### config.mk
export PLATFORM = sky130hd
export DESIGN_NAME = video_sig_gen
export DESIGN_NICKNAME = d
export VERILOG_FILES = /design/src/rtl/video_sig_gen.sv
export SDC_FILE = /design/constraint.sdc
export NUM_CORES = 1
export LEC_CHECK = 0
export CAP_MARGIN = 20
export CELL_PAD_IN_SITES_DETAIL_PLACEMENT = 1
export CELL_PAD_IN_SITES_GLOBAL_PLACEMENT = 1
export CORE_UTILIZATION = 46
export CTS_CLUSTER_DIAMETER = 120
export DETAILED_ROUTE_END_ITERATION = 16
export DONT_BUFFER_PORTS = 1
export GPL_ROUTABILITY_DRIVEN = 0
export PLACE_DENSITY_LB_ADDON = 0.1
export SKIP_LAST_GASP = 1
export SLEW_MARGIN = 0
export SYNTH_ARGS = -nofsm -noshare
export SYNTH_HDL_FRONTEND = slang
export SYNTH_SLANG_ARGS = --single-unit
### constraint.sdc
create_clock -name pixel_clk_in -period 3.4 [get_ports pixel_clk_in]
set_input_delay 0.34 -clock pixel_clk_in [delete_from_list [all_inputs] [get_ports pixel_clk_in]]
set_output_delay 0.34 -clock pixel_clk_in [all_outputs]
set_load 0.05 [all_outputs]
### src/rtl/video_sig_gen.sv
// video_sig_gen: raster timing generator for the render stage.
// Produces pixel coordinates, active-draw flag, h/v sync and a one-cycle
// new-frame strobe, all registered and aligned to the same position.
// Optional feature: define FRAME_COUNT_EN to build the fc_out frame counter
// (modulo FRAME_WRAP). Without it fc_out is tied to zero and no counter exists.
module video_sig_gen #(
  parameter int ACTIVE_H_PIXELS = 1280,
  parameter int H_FRONT_PORCH   = 110,
  parameter int H_SYNC_WIDTH    = 40,
  parameter int H_BACK_PORCH    = 220,
  parameter int ACTIVE_LINES    = 720,
  parameter int V_FRONT_PORCH   = 5,
  parameter int V_SYNC_WIDTH    = 5,
  parameter int V_BACK_PORCH    = 20,
  parameter int FRAME_WRAP      = 60
) (
  input  logic        pixel_clk_in,
  input  logic        rst_in,
  output logic [10:0] hcount_out,
  output logic [9:0]  vcount_out,
  output logic        hs_out,
  output logic        vs_out,
  output logic        ad_out,
  output logic        nf_out,
  output logic [5:0]  fc_out
);

  localparam int TOTAL_PIXELS = ACTIVE_H_PIXELS + H_FRONT_PORCH + H_SYNC_WIDTH + H_BACK_PORCH;
  localparam int TOTAL_LINES  = ACTIVE_LINES + V_FRONT_PORCH + V_SYNC_WIDTH + V_BACK_PORCH;

  // Region boundaries are one bit wider than the counters so an edge that
  // lands exactly on the counter range limit does not alias to zero.
  localparam logic [10:0] H_LAST     = 11'(TOTAL_PIXELS - 1);
  localparam logic [9:0]  V_LAST     = 10'(TOTAL_LINES - 1);
  localparam logic [11:0] H_ACT_END  = 12'(ACTIVE_H_PIXELS);
  localparam logic [11:0] HS_START   = 12'(ACTIVE_H_PIXELS + H_FRONT_PORCH);
  localparam logic [11:0] HS_END     = 12'(ACTIVE_H_PIXELS + H_FRONT_PORCH + H_SYNC_WIDTH);
  localparam logic [10:0] V_ACT_END  = 11'(ACTIVE_LINES);
  localparam logic [10:0] VS_START   = 11'(ACTIVE_LINES + V_FRONT_PORCH);
  localparam logic [10:0] VS_END     = 11'(ACTIVE_LINES + V_FRONT_PORCH + V_SYNC_WIDTH);

  // Reject geometries that cannot be represented on the fixed-width ports.
  if (TOTAL_PIXELS > 2048 || TOTAL_LINES > 1024 || FRAME_WRAP < 1 || FRAME_WRAP > 64) begin : g_bad_params
    $error("video_sig_gen: timing parameters exceed output port widths");
  end

  logic        running_reg;
  logic [10:0] h_next;
  logic [9:0]  v_next;
  logic        hs_next;
  logic        vs_next;
  logic        ad_next;
  logic        nf_next;

  // Next raster position: (0,0) on the first edge after reset, otherwise one
  // pixel further with line and frame wrap.
  always_comb begin
    h_next = '0;
    v_next = '0;
    if (running_reg) begin
      if (hcount_out == H_LAST) begin
        h_next = '0;
        if (vcount_out == V_LAST) begin
          v_next = '0;
        end else begin
          v_next = vcount_out + 10'd1;
        end
      end else begin
        h_next = hcount_out + 11'd1;
        v_next = vcount_out;
      end
    end
  end

  // Decode the flags from the next position so they register alongside it.
  always_comb begin
    hs_next = ({1'b0, h_next} >= HS_START) && ({1'b0, h_next} < HS_END);
    vs_next = ({1'b0, v_next} >= VS_START) && ({1'b0, v_next} < VS_END);
    ad_next = ({1'b0, h_next} < H_ACT_END) && ({1'b0, v_next} < V_ACT_END);
    nf_next = ({1'b0, h_next} == H_ACT_END) && ({1'b0, v_next} == V_ACT_END);
  end

  // Output registers; reset clears everything immediately, truncating any sync pulse.
  always_ff @(posedge pixel_clk_in or posedge rst_in) begin
    if (rst_in) begin
      running_reg <= 1'b0;
      hcount_out  <= '0;
      vcount_out  <= '0;
      hs_out      <= 1'b0;
      vs_out      <= 1'b0;
      ad_out      <= 1'b0;
      nf_out      <= 1'b0;
    end else begin
      running_reg <= 1'b1;
      hcount_out  <= h_next;
      vcount_out  <= v_next;
      hs_out      <= hs_next;
      vs_out      <= vs_next;
      ad_out      <= ad_next;
      nf_out      <= nf_next;
    end
  end

`ifdef FRAME_COUNT_EN
  localparam logic [5:0] FC_LAST = 6'(FRAME_WRAP - 1);

  logic [5:0] fc_reg;

  // Frame counter steps on the same edge that raises nf_out.
  always_ff @(posedge pixel_clk_in or posedge rst_in) begin
    if (rst_in) begin
      fc_reg <= '0;
    end else if (nf_next) begin
      fc_reg <= (fc_reg == FC_LAST) ? 6'd0 : fc_reg + 6'd1;
    end
  end

  assign fc_out = fc_reg;
`else
  assign fc_out = 6'd0;
`endif

endmodule

==> impl_metrics.env, run 1 <==
export IMPL_status="finished clean"
export IMPL_grt_max_degree=27
export IMPL_synth_area_um2=1750
export IMPL_ctsLongestPathBuffers=2
export IMPL_drtPass1Iterations=4
export IMPL_multi_input_area_um2=1010
export IMPL_yosysMostFrequentCell="dfrtp_1"
export IMPL_hpwl_um=3610
export IMPL_wl_per_cell_um=18.5
export IMPL_ioPinCount=33
export IMPL_clkTransAtPathRegs_ns=0.09
export IMPL_swShare=0.284
export IMPL_core_area_um2=3660
export IMPL_antenna_found_initial=0
export IMPL_synthTopCellsByArea="dfrtp_1, nor2_1, xnor2_1, nand2_1, ha_1"
export IMPL_top_register="hcount_out"
export IMPL_p_int_uw=410
export IMPL_reg2reg_slack_ns=0.69
export IMPL_fin_crit_ns=2.71
export IMPL_syn_inst=197
export IMPL_nFillCells=456
export IMPL_area_growth_pct=11.1
export IMPL_post_cts_buffers=0
export IMPL_drt_wl_total_um=4750
export IMPL_seqPwrFrac=0.554
export IMPL_endpoint="nf_out"
export IMPL_setup_viol_count_final=0
export IMPL_layout_nets=217
export IMPL_clk_latency_ns=0.28
export IMPL_yosysSeqAreaShare=0.371
export IMPL_rr_startpoint="hcount_out[1]"
export IMPL_grt_pass1_wl_um=8000
export IMPL_die_area_um2=4060
export IMPL_fmax_mhz=368
export IMPL_yosys_top_cells_count="dfrtp_1, nor2_1, nand2_1, xnor2_1"
export IMPL_grt_pass1_vias=1634
export IMPL_min_period_over_period=0.798
export IMPL_drc_errors=0
export IMPL_synthArstFlopShare=1.00
export IMPL_synth_seq_cells=26
export IMPL_largest_reg_flops=11
export IMPL_vias=1576
export IMPL_grt_overflow=0
export IMPL_drt_vias_per_instance=6.13
export IMPL_crit_fanout=8
export IMPL_p_clk_frac=0.319
export IMPL_p_per_area_nw_per_um2=294
export IMPL_cts_root_buf="clkbuf_8"
export IMPL_cts_tree="yes"
export IMPL_irDropWorstVdd_mv=0.164
export IMPL_rsz0062_at_grt="false"
export IMPL_p_leak_uw=0.000792
export IMPL_clock_skew_ns=0.00243
export IMPL_std_cell_rows=22
export IMPL_synth_top_area_frac=0.371
export IMPL_synth_edf_count=0
export IMPL_synth_warnings=0
export IMPL_cts_sinks=26
export IMPL_cp_arrival_ns=2.90
export IMPL_p_comb_frac=0.127
export IMPL_ctsHtreeMaxLevel=1
export IMPL_r2r_end="nf_out"
export IMPL_maxSlewHeadroom=0.487
export IMPL_synth_distinct_cells=54
export IMPL_final_area_um2=1950
export IMPL_grt_usage=0.256
export IMPL_crit_type="reg -> reg"
export IMPL_start_kind="register"
export IMPL_switchingPower_uw=163
export IMPL_die_y_um=63.7
export IMPL_place_area_um2=1870
export IMPL_port_buffers=0
export IMPL_maxCapViolCount=0
export IMPL_numCtsBuffers=3
export IMPL_drive_gt1_frac=0.139
export IMPL_syn_area_per_cell_um2=8.90
export IMPL_start_util=0.479
export IMPL_worstMarginPinSlew_ns=0.765
export IMPL_worstPathRequired_ns=3.58
export IMPL_num_antenna_cells=0
export IMPL_cp_end_kind="register"
export IMPL_post_synth_top_area_cell="dfrtp_1"
export IMPL_worstSetupStartpoint="hcount_out[1]"
export IMPL_hold_class="in -> async"
export IMPL_final_hold_viol_count=0
export IMPL_chipWidth_um=63.7
export IMPL_largest_registers="hcount_out (11), vcount_out (10)"
export IMPL_finalSetupTns_ns=0
export IMPL_ant_nets=0
export IMPL_ys_flop_type="dfrtp_1"
export IMPL_regArea_um2=651
export IMPL_ff2ff_path_depth=8
export IMPL_initialDrtViolationCount=109
export IMPL_slew_violations=0
stage by stage:
step                      power [uW]  std cells   util  hold slack [ns]  setup WS [ns]
after global routing             594        257  0.532            0.477          0.564
after CTS                        575        255  0.522            0.235          0.699
final                            573        257  0.532            0.462          0.686
after global placement           390        252  0.511            0.514          0.785
after floorplan                  381        202      -            0.380          0.443
after detailed placement         392        252  0.511            0.552          0.714
critical path, cell delays in order, from the launching register on:
cell	delay [ns]
dfrtp_1	0.41
inv_1	0.06
ha_1	0.15
and4bb_4	0.29
nand4_4	0.14
or4b_1	0.53
a311o_1	0.33
or4b_4	0.51
a2111oi_4	0.19
power groups by stage:
stage | Sequential [uW] | Clock, uW | Combinational [uW]
3_3_place_gp | 323 | 0 | 67.5
6_report | 318 | 183 | 73.0
3_5_place_dp | 324 | 0 | 68.4
5_1_grt | 318 | 197 | 79.3
2_1_floorplan | 334 | 0 | 46.9
4_1_cts | 317 | 189 | 68.5
layer usage:
metal / track usage / share of wire / vias up
met5: 0 / 0 / -
met4: 0.105 / 0.020 / 0
met3: 0.0339 / 0.035 / 9
met2: 0.434 / 0.50 / 48
met1: 0.326 / 0.44 / 792
li1: - / - / 727
layout make-up:
class                           instances  share of cell area
Inverter                                6              0.0116
Tap cell                               48              0.0308
Multi-Input combinational cell        155               0.518
Clock buffer                            3              0.0212
Timing Repair Buffer                   19              0.0848
Sequential cell                        26               0.334
cell usage in the layout (no fill, tap or decap), drive strengths merged, types with 3 or more instances in the layout:
cell    instances
nand2          14
xor2            5
nand4           8
xnor2          10
nor3            6
nand3           8
o21ai           7
and3            5
a211oi          3
and4            5
a21oi           8
inv             6
ha              4
buf            18
nor4            3
and2            3
clkbuf          3
or3             4
conb            7
dfrtp          26
nor2           25
worst min-delay path by stage:
stage / endpoint / slack (ns)
final: hcount_out[4] / 0.46
after global routing: hcount_out[4] / 0.48
after CTS: hcount_out[5] / 0.23
after detailed placement: hcount_out[4] / 0.55
after global placement: hcount_out[3] / 0.51
after floorplan: ad_out / 0.38
kinds of logic after synthesis:
logic type               count (synthesis)  share of synthesized area
AND/OR/NAND/NOR                         91                      0.296
XOR/XNOR                                15                     0.0749
adder cells (fa/ha/maj)                  4                     0.0286
buffers and inverters                   21                     0.0642
flip-flops                              26                      0.371
other                                    2                    0.00428
AO/OA/AOI/OAI                           37                      0.154
multiplexers                             1                    0.00642
what timing repair did:
item / CTS / global route
hold endpoints to repair: 0 / 5
hold buffers: 0 / 1
resized for setup: 0 / 0
Note: power is estimated with default switching activity, not from simulation.
==> run 2: changes to the inputs <==
==> constraint.sdc (replaced) <==
create_clock -name pixel_clk_in -period 2.55 [get_ports pixel_clk_in]
set_input_delay 0.255 -clock pixel_clk_in [delete_from_list [all_inputs] [get_ports pixel_clk_in]]
set_output_delay 0.255 -clock pixel_clk_in [all_outputs]
set_load 0.05 [all_outputs]
==> run 2 against run 1 <==
The run now ends with negative setup slack left. Global-route usage up 1.7 points. Combinational power up 51%. Sequential share of layout area down 2.4 points. Critical path type unchanged. Critical endpoint unchanged. Largest power group unchanged.
==> impl_metrics.env, run 2 (synthesis results as in run 1) <==
export IMPL_worstMarginPinSlew_ns=0.737
export IMPL_grt_max_degree=20
export IMPL_finalPower_uw=807
export IMPL_clkTransAtPathRegs_ns=0.09
export IMPL_p_per_area_nw_per_um2=378
export IMPL_final_util=0.583
export IMPL_die_y_um=63.7
export IMPL_status="finished, violations left"
export IMPL_worstSetupStartpoint="hcount_out[1]"
export IMPL_largest_registers="hcount_out (11), vcount_out (10)"
export IMPL_drc_errors=0
export IMPL_layout_common_cells="buf_4, nor2_1, dfrtp_1, nand2_1, xnor2_1"
export IMPL_maxSlewHeadroom=0.508
export IMPL_rsz0062_at_grt="true"
export IMPL_core_area_um2=3660
export IMPL_setup_slack_ns=-0.0857
export IMPL_rr_startpoint="hcount_out[1]"
export IMPL_drt_wl_total_um=5060
export IMPL_grt_pass1_vias=1744
export IMPL_clk_latency_ns=0.28
export IMPL_fmax_mhz=379
export IMPL_ctsLongestPathBuffers=2
export IMPL_drt_vias_per_instance=5.88
export IMPL_numCtsBuffers=3
export IMPL_violations="negative setup slack"
export IMPL_cts_sinks=26
export IMPL_ff2ff_path_depth=8
export IMPL_ctsHtreeMaxLevel=1
export IMPL_cts_tree="yes"
export IMPL_drive_gt1_frac=0.277
export IMPL_vias=1640
export IMPL_wl_per_cell_um=18.1
export IMPL_crit_type="reg -> reg"
export IMPL_endpoint="nf_out"
export IMPL_maxCapViolCount=0
export IMPL_irDropWorstVdd_mv=0.195
export IMPL_final_hold_viol_count=0
export IMPL_nFillCells=447
export IMPL_worstPathRequired_ns=2.72
export IMPL_area_growth_pct=21.8
export IMPL_p_leak_uw=0.000886
export IMPL_slew_violations=0
export IMPL_antenna_found_initial=0
export IMPL_std_cell_rows=22
export IMPL_initialDrtViolationCount=93
export IMPL_cp_end_kind="register"
export IMPL_grt_pass1_wl_um=8450
export IMPL_setup_viol_count_final=2
export IMPL_place_ws_ns=-0.00706
export IMPL_drtPass1Iterations=4
export IMPL_min_period_over_period=1.03
export IMPL_layout_nets=238
export IMPL_num_antenna_cells=0
export IMPL_crit_fanout=3
export IMPL_port_buffers=0
export IMPL_r2r_end="nf_out"
export IMPL_grt_usage=0.273
export IMPL_clock_skew_ns=0.00556
export IMPL_grt_overflow=0
export IMPL_start_kind="register"
export IMPL_cts_root_buf="clkbuf_8"
export IMPL_hpwl_um=3910
export IMPL_cp_arrival_ns=2.81
export IMPL_chipWidth_um=63.7
export IMPL_ioPinCount=33
export IMPL_top_register="hcount_out"
export IMPL_ant_nets=0
export IMPL_fin_crit_ns=2.64
export IMPL_largest_reg_flops=11
export IMPL_die_area_um2=4060
export IMPL_final_common_cell="buf_4"
export IMPL_start_util=0.479
export IMPL_hold_class="in -> async"
export IMPL_reg2reg_slack_ns=-0.09
==> run 2: metrics by stage <==
step                      setup TNS [ns]  hold WS [ns]  cell area, um2  cells
after floorplan                   -0.239         0.294            1800    202
after global placement                 0         0.290            2060    274
after detailed placement        -0.00706         0.302            2060    274
after CTS                        -0.0992         0.555            2120    279
after global routing              -0.168         0.610            2140    279
final                             -0.138         0.538            2140    279
==> run 2: worst min-delay path by stage <==
stage	startpoint	end	slack, ns	cells after the start
5_1_grt	rst_in	hcount_out[3]	0.61	2
4_1_cts	rst_in	hcount_out[3]	0.55	2
2_1_floorplan	rst_in	ad_out	0.29	1
3_3_place_gp	rst_in	hcount_out[3]	0.29	1
3_5_place_dp	rst_in	hcount_out[3]	0.30	1
6_report	rst_in	hcount_out[3]	0.54	2
==> run 2: cell type report <==
type / instances / area, um2 / share of cell area
flip-flops and latches: 26 / 662 / 0.310
multi-input cells: 155 / 1030 / 0.484
clock buffers: 4 / 55.1 / 0.0258
inverters: 6 / 22.5 / 0.0105
well taps: 48 / 60.1 / 0.0281
repair buffers: 40 / 303 / 0.142
==> run 2: per-layer routing <==
metal | part of all wire | wire [um] | track usage
met5 | 0 | 0 | 0
met4 | 0.045 | 228 | 0.159
met3 | 0.032 | 164 | 0.0375
met2 | 0.51 | 2580 | 0.488
met1 | 0.41 | 2080 | 0.308
==> run 2: critical path: stages, from the launching register on <==
cell and delay [ns]:
dfrtp_2 0.42, inv_2 0.07, ha_4 0.13, nand4bb_1 0.22
nor3_1 0.41, nand4_1 0.18, a311o_1 0.39, or4b_4 0.51
a2111oi_4 0.20
==> run 2: what timing repair did <==
action | CTS | global route
buffers inserted | 0 | 0
pin swaps | 0 | 1
hold buffers | 1 | 0
resized for setup | 0 | 4
hold endpoints to repair | 6 | 0
endpoints found under the setup margin | 2 | 4
==> run 2: where the power goes <==
part	leakage, uW	switching, uW	total (uW)	internal, uW
clock network	0.0000288	137	275	138
logic	0.000519	79.2	110	30.8
registers	0.000339	4.53	422	417
==> run 3: changes to the inputs <==
--- a/config.mk
+++ b/config.mk
@@ -14,6 +14,7 @@
 export DONT_BUFFER_PORTS = 1
 export GPL_ROUTABILITY_DRIVEN = 0
 export PLACE_DENSITY_LB_ADDON = 0.1
+export REMOVE_ABC_BUFFERS = 1
 export SKIP_LAST_GASP = 1
 export SLEW_MARGIN = 0
 export SYNTH_ARGS = -nofsm -noshare
==> run 3 against run 2 <==
Count of clock-buffer cells in the layout stayed put. Clock power barely moved. The run still ends with negative setup slack left. Critical path depth is the same. Sequential share of layout area hardly changed. Combinational power is 5% lower. Power down 0.34%. Cell count fell by 1.8%. Clock skew decreased by 0.0028 ns. Worst hold slack got worse by 0.21 ns. Global-route usage up 0.14 points. Non-clock buffer count decreased by 5. Sequential cell count is the same. Critical endpoint unchanged.
==> impl_metrics.env, run 3 (synthesis results as in run 1) <==
export IMPL_hpwl_um=4010
export IMPL_multi_input_area_um2=1020
export IMPL_ioPinCount=33
export IMPL_drt_wl_total_um=5210
export IMPL_setup_slack_ns=-0.114
export IMPL_grt_max_degree=27
export IMPL_final_hold_viol_count=0
export IMPL_min_period_over_period=1.04
export IMPL_die_y_um=63.7
export IMPL_hold_class="in -> async"
export IMPL_hold_ws_ns=0.332
export IMPL_crit_path_top_delay_cell="or4b_4"
export IMPL_antenna_found_initial=0
export IMPL_largest_reg_flops=11
export IMPL_slew_violations=0
export IMPL_area_growth_pct=19.8
export IMPL_final_common_cell="buf_4"
export IMPL_ant_nets=0
export IMPL_status="finished, violations left"
export IMPL_cts_sinks=26
export IMPL_worst_path_buf_inv=1
export IMPL_crit_fanout=2
export IMPL_numCtsBuffers=3
export IMPL_nFillCells=443
export IMPL_vias=1618
export IMPL_cp_end_kind="register"
export IMPL_grt_pass1_vias=1714
export IMPL_drtPass1Iterations=4
export IMPL_regArea_um2=651
export IMPL_port_buffers=0
export IMPL_grt_pass1_wl_um=8590
export IMPL_ctsHtreeMaxLevel=1
export IMPL_layout_common_cells="buf_4, dfrtp_1, nor2_1, nand2_1, xnor2_1"
export IMPL_num_antenna_cells=0
export IMPL_cpLargestDelayFamily="simple AND/OR/NAND/NOR gates"
export IMPL_p_leak_uw=0.000884
export IMPL_wl_per_cell_um=19.0
export IMPL_cts_tree="yes"
export IMPL_crit_type="reg -> reg"
export IMPL_start_util=0.479
export IMPL_layout_nets=233
export IMPL_ctsLongestPathBuffers=2
export IMPL_largest_registers="hcount_out (11), vcount_out (10)"
export IMPL_ff2ff_path_depth=8
export IMPL_grt_usage=0.275
export IMPL_rsz0062_at_grt="true"
export IMPL_fin_crit_ns=2.66
export IMPL_cpPeakStageDelay_ns=0.53
export IMPL_drive_gt1_frac=0.217
export IMPL_std_cell_rows=22
export IMPL_grt_overflow=0
export IMPL_final_util=0.573
export IMPL_chipWidth_um=63.7
export IMPL_p_per_area_nw_per_um2=383
export IMPL_rr_startpoint="hcount_out[1]"
export IMPL_drt_vias_per_instance=5.91
export IMPL_crit_path_frequent_cell="or4b_4"
export IMPL_initialDrtViolationCount=86
export IMPL_top_register="hcount_out"
export IMPL_post_cts_buffers=0
export IMPL_cp_arrival_ns=2.84
export IMPL_clock_skew_ns=0.00272
export IMPL_worstSetupStartpoint="hcount_out[1]"
export IMPL_setup_viol_count_final=2
export IMPL_core_area_um2=3660
export IMPL_clkTransAtPathRegs_ns=0.10
export IMPL_maxCapViolCount=0
export IMPL_irDropWorstVdd_mv=0.260
export IMPL_worstPathRequired_ns=2.73
export IMPL_drc_errors=0
export IMPL_fmax_mhz=375
export IMPL_crit_chain="inv_1 > ha_2 > and4bb_4 > nand4_4 > or4b_4 > a311o_1 > or4b_4 > a2111oi_4"
export IMPL_violations="negative setup slack"
export IMPL_cp_num_cells=8
export IMPL_clk_latency_ns=0.27
export IMPL_start_kind="register"
export IMPL_die_area_um2=4060
export IMPL_cts_root_buf="clkbuf_8"
-- run 3: per-stage QoR --
step / setup TNS (ns) / area [um2] / total power [uW] / worst slack, ns / std cells
6_report: -0.141 / 2100 / 804 / -0.114 / 274
3_5_place_dp: -0.122 / 1990 / 527 / -0.103 / 268
4_1_cts: -0.137 / 2050 / 804 / -0.111 / 272
5_1_grt: -0.317 / 2100 / 836 / -0.201 / 274
2_1_floorplan: -0.868 / 1680 / 499 / -0.408 / 187
3_3_place_gp: 0 / 1990 / 524 / 0.0259 / 268
-- run 3: layer usage --
metal / GRT usage / wire, um
met3: 0.0357 / 173
met2: 0.517 / 2850
met1: 0.315 / 2110
met5: 0 / 0
met4: 0.0909 / 78
-- run 3: what timing repair did --
item	in CTS	in global routing
hold endpoints to repair	0	3
hold buffers	0	1
setup endpoints to repair	2	4
pin swaps	1	0
resized for setup	2	4
-- run 3: final timing paths --
| path | end | slack, ns |
|---|---|---|
| hold reg to reg | hcount_out[1] | 0.66 |
| hold / removal | running_reg | 0.33 |
| setup / recovery | nf_out | -0.11 |
| setup reg to reg | nf_out | -0.11 |
| max in group asynchronous | vcount_out[5] | 1.83 |
| min in group pixel_clk_in | hcount_out[1] | 0.66 |
-- run 3: where the power goes --
part	switching, uW	internal (uW)	total (uW)
Sequential	5.07	417	422
Clock	139	138	277
Combinational	77.2	28.3	105
Total	221	583	804
-- run 3: cell type report --
class                   instances  area share
well taps                      48      0.0286
repair buffers                 35       0.138
clock buffers                   4      0.0262
multi-input cells             155       0.487
inverters                       6      0.0107
flip-flops and latches         26       0.310
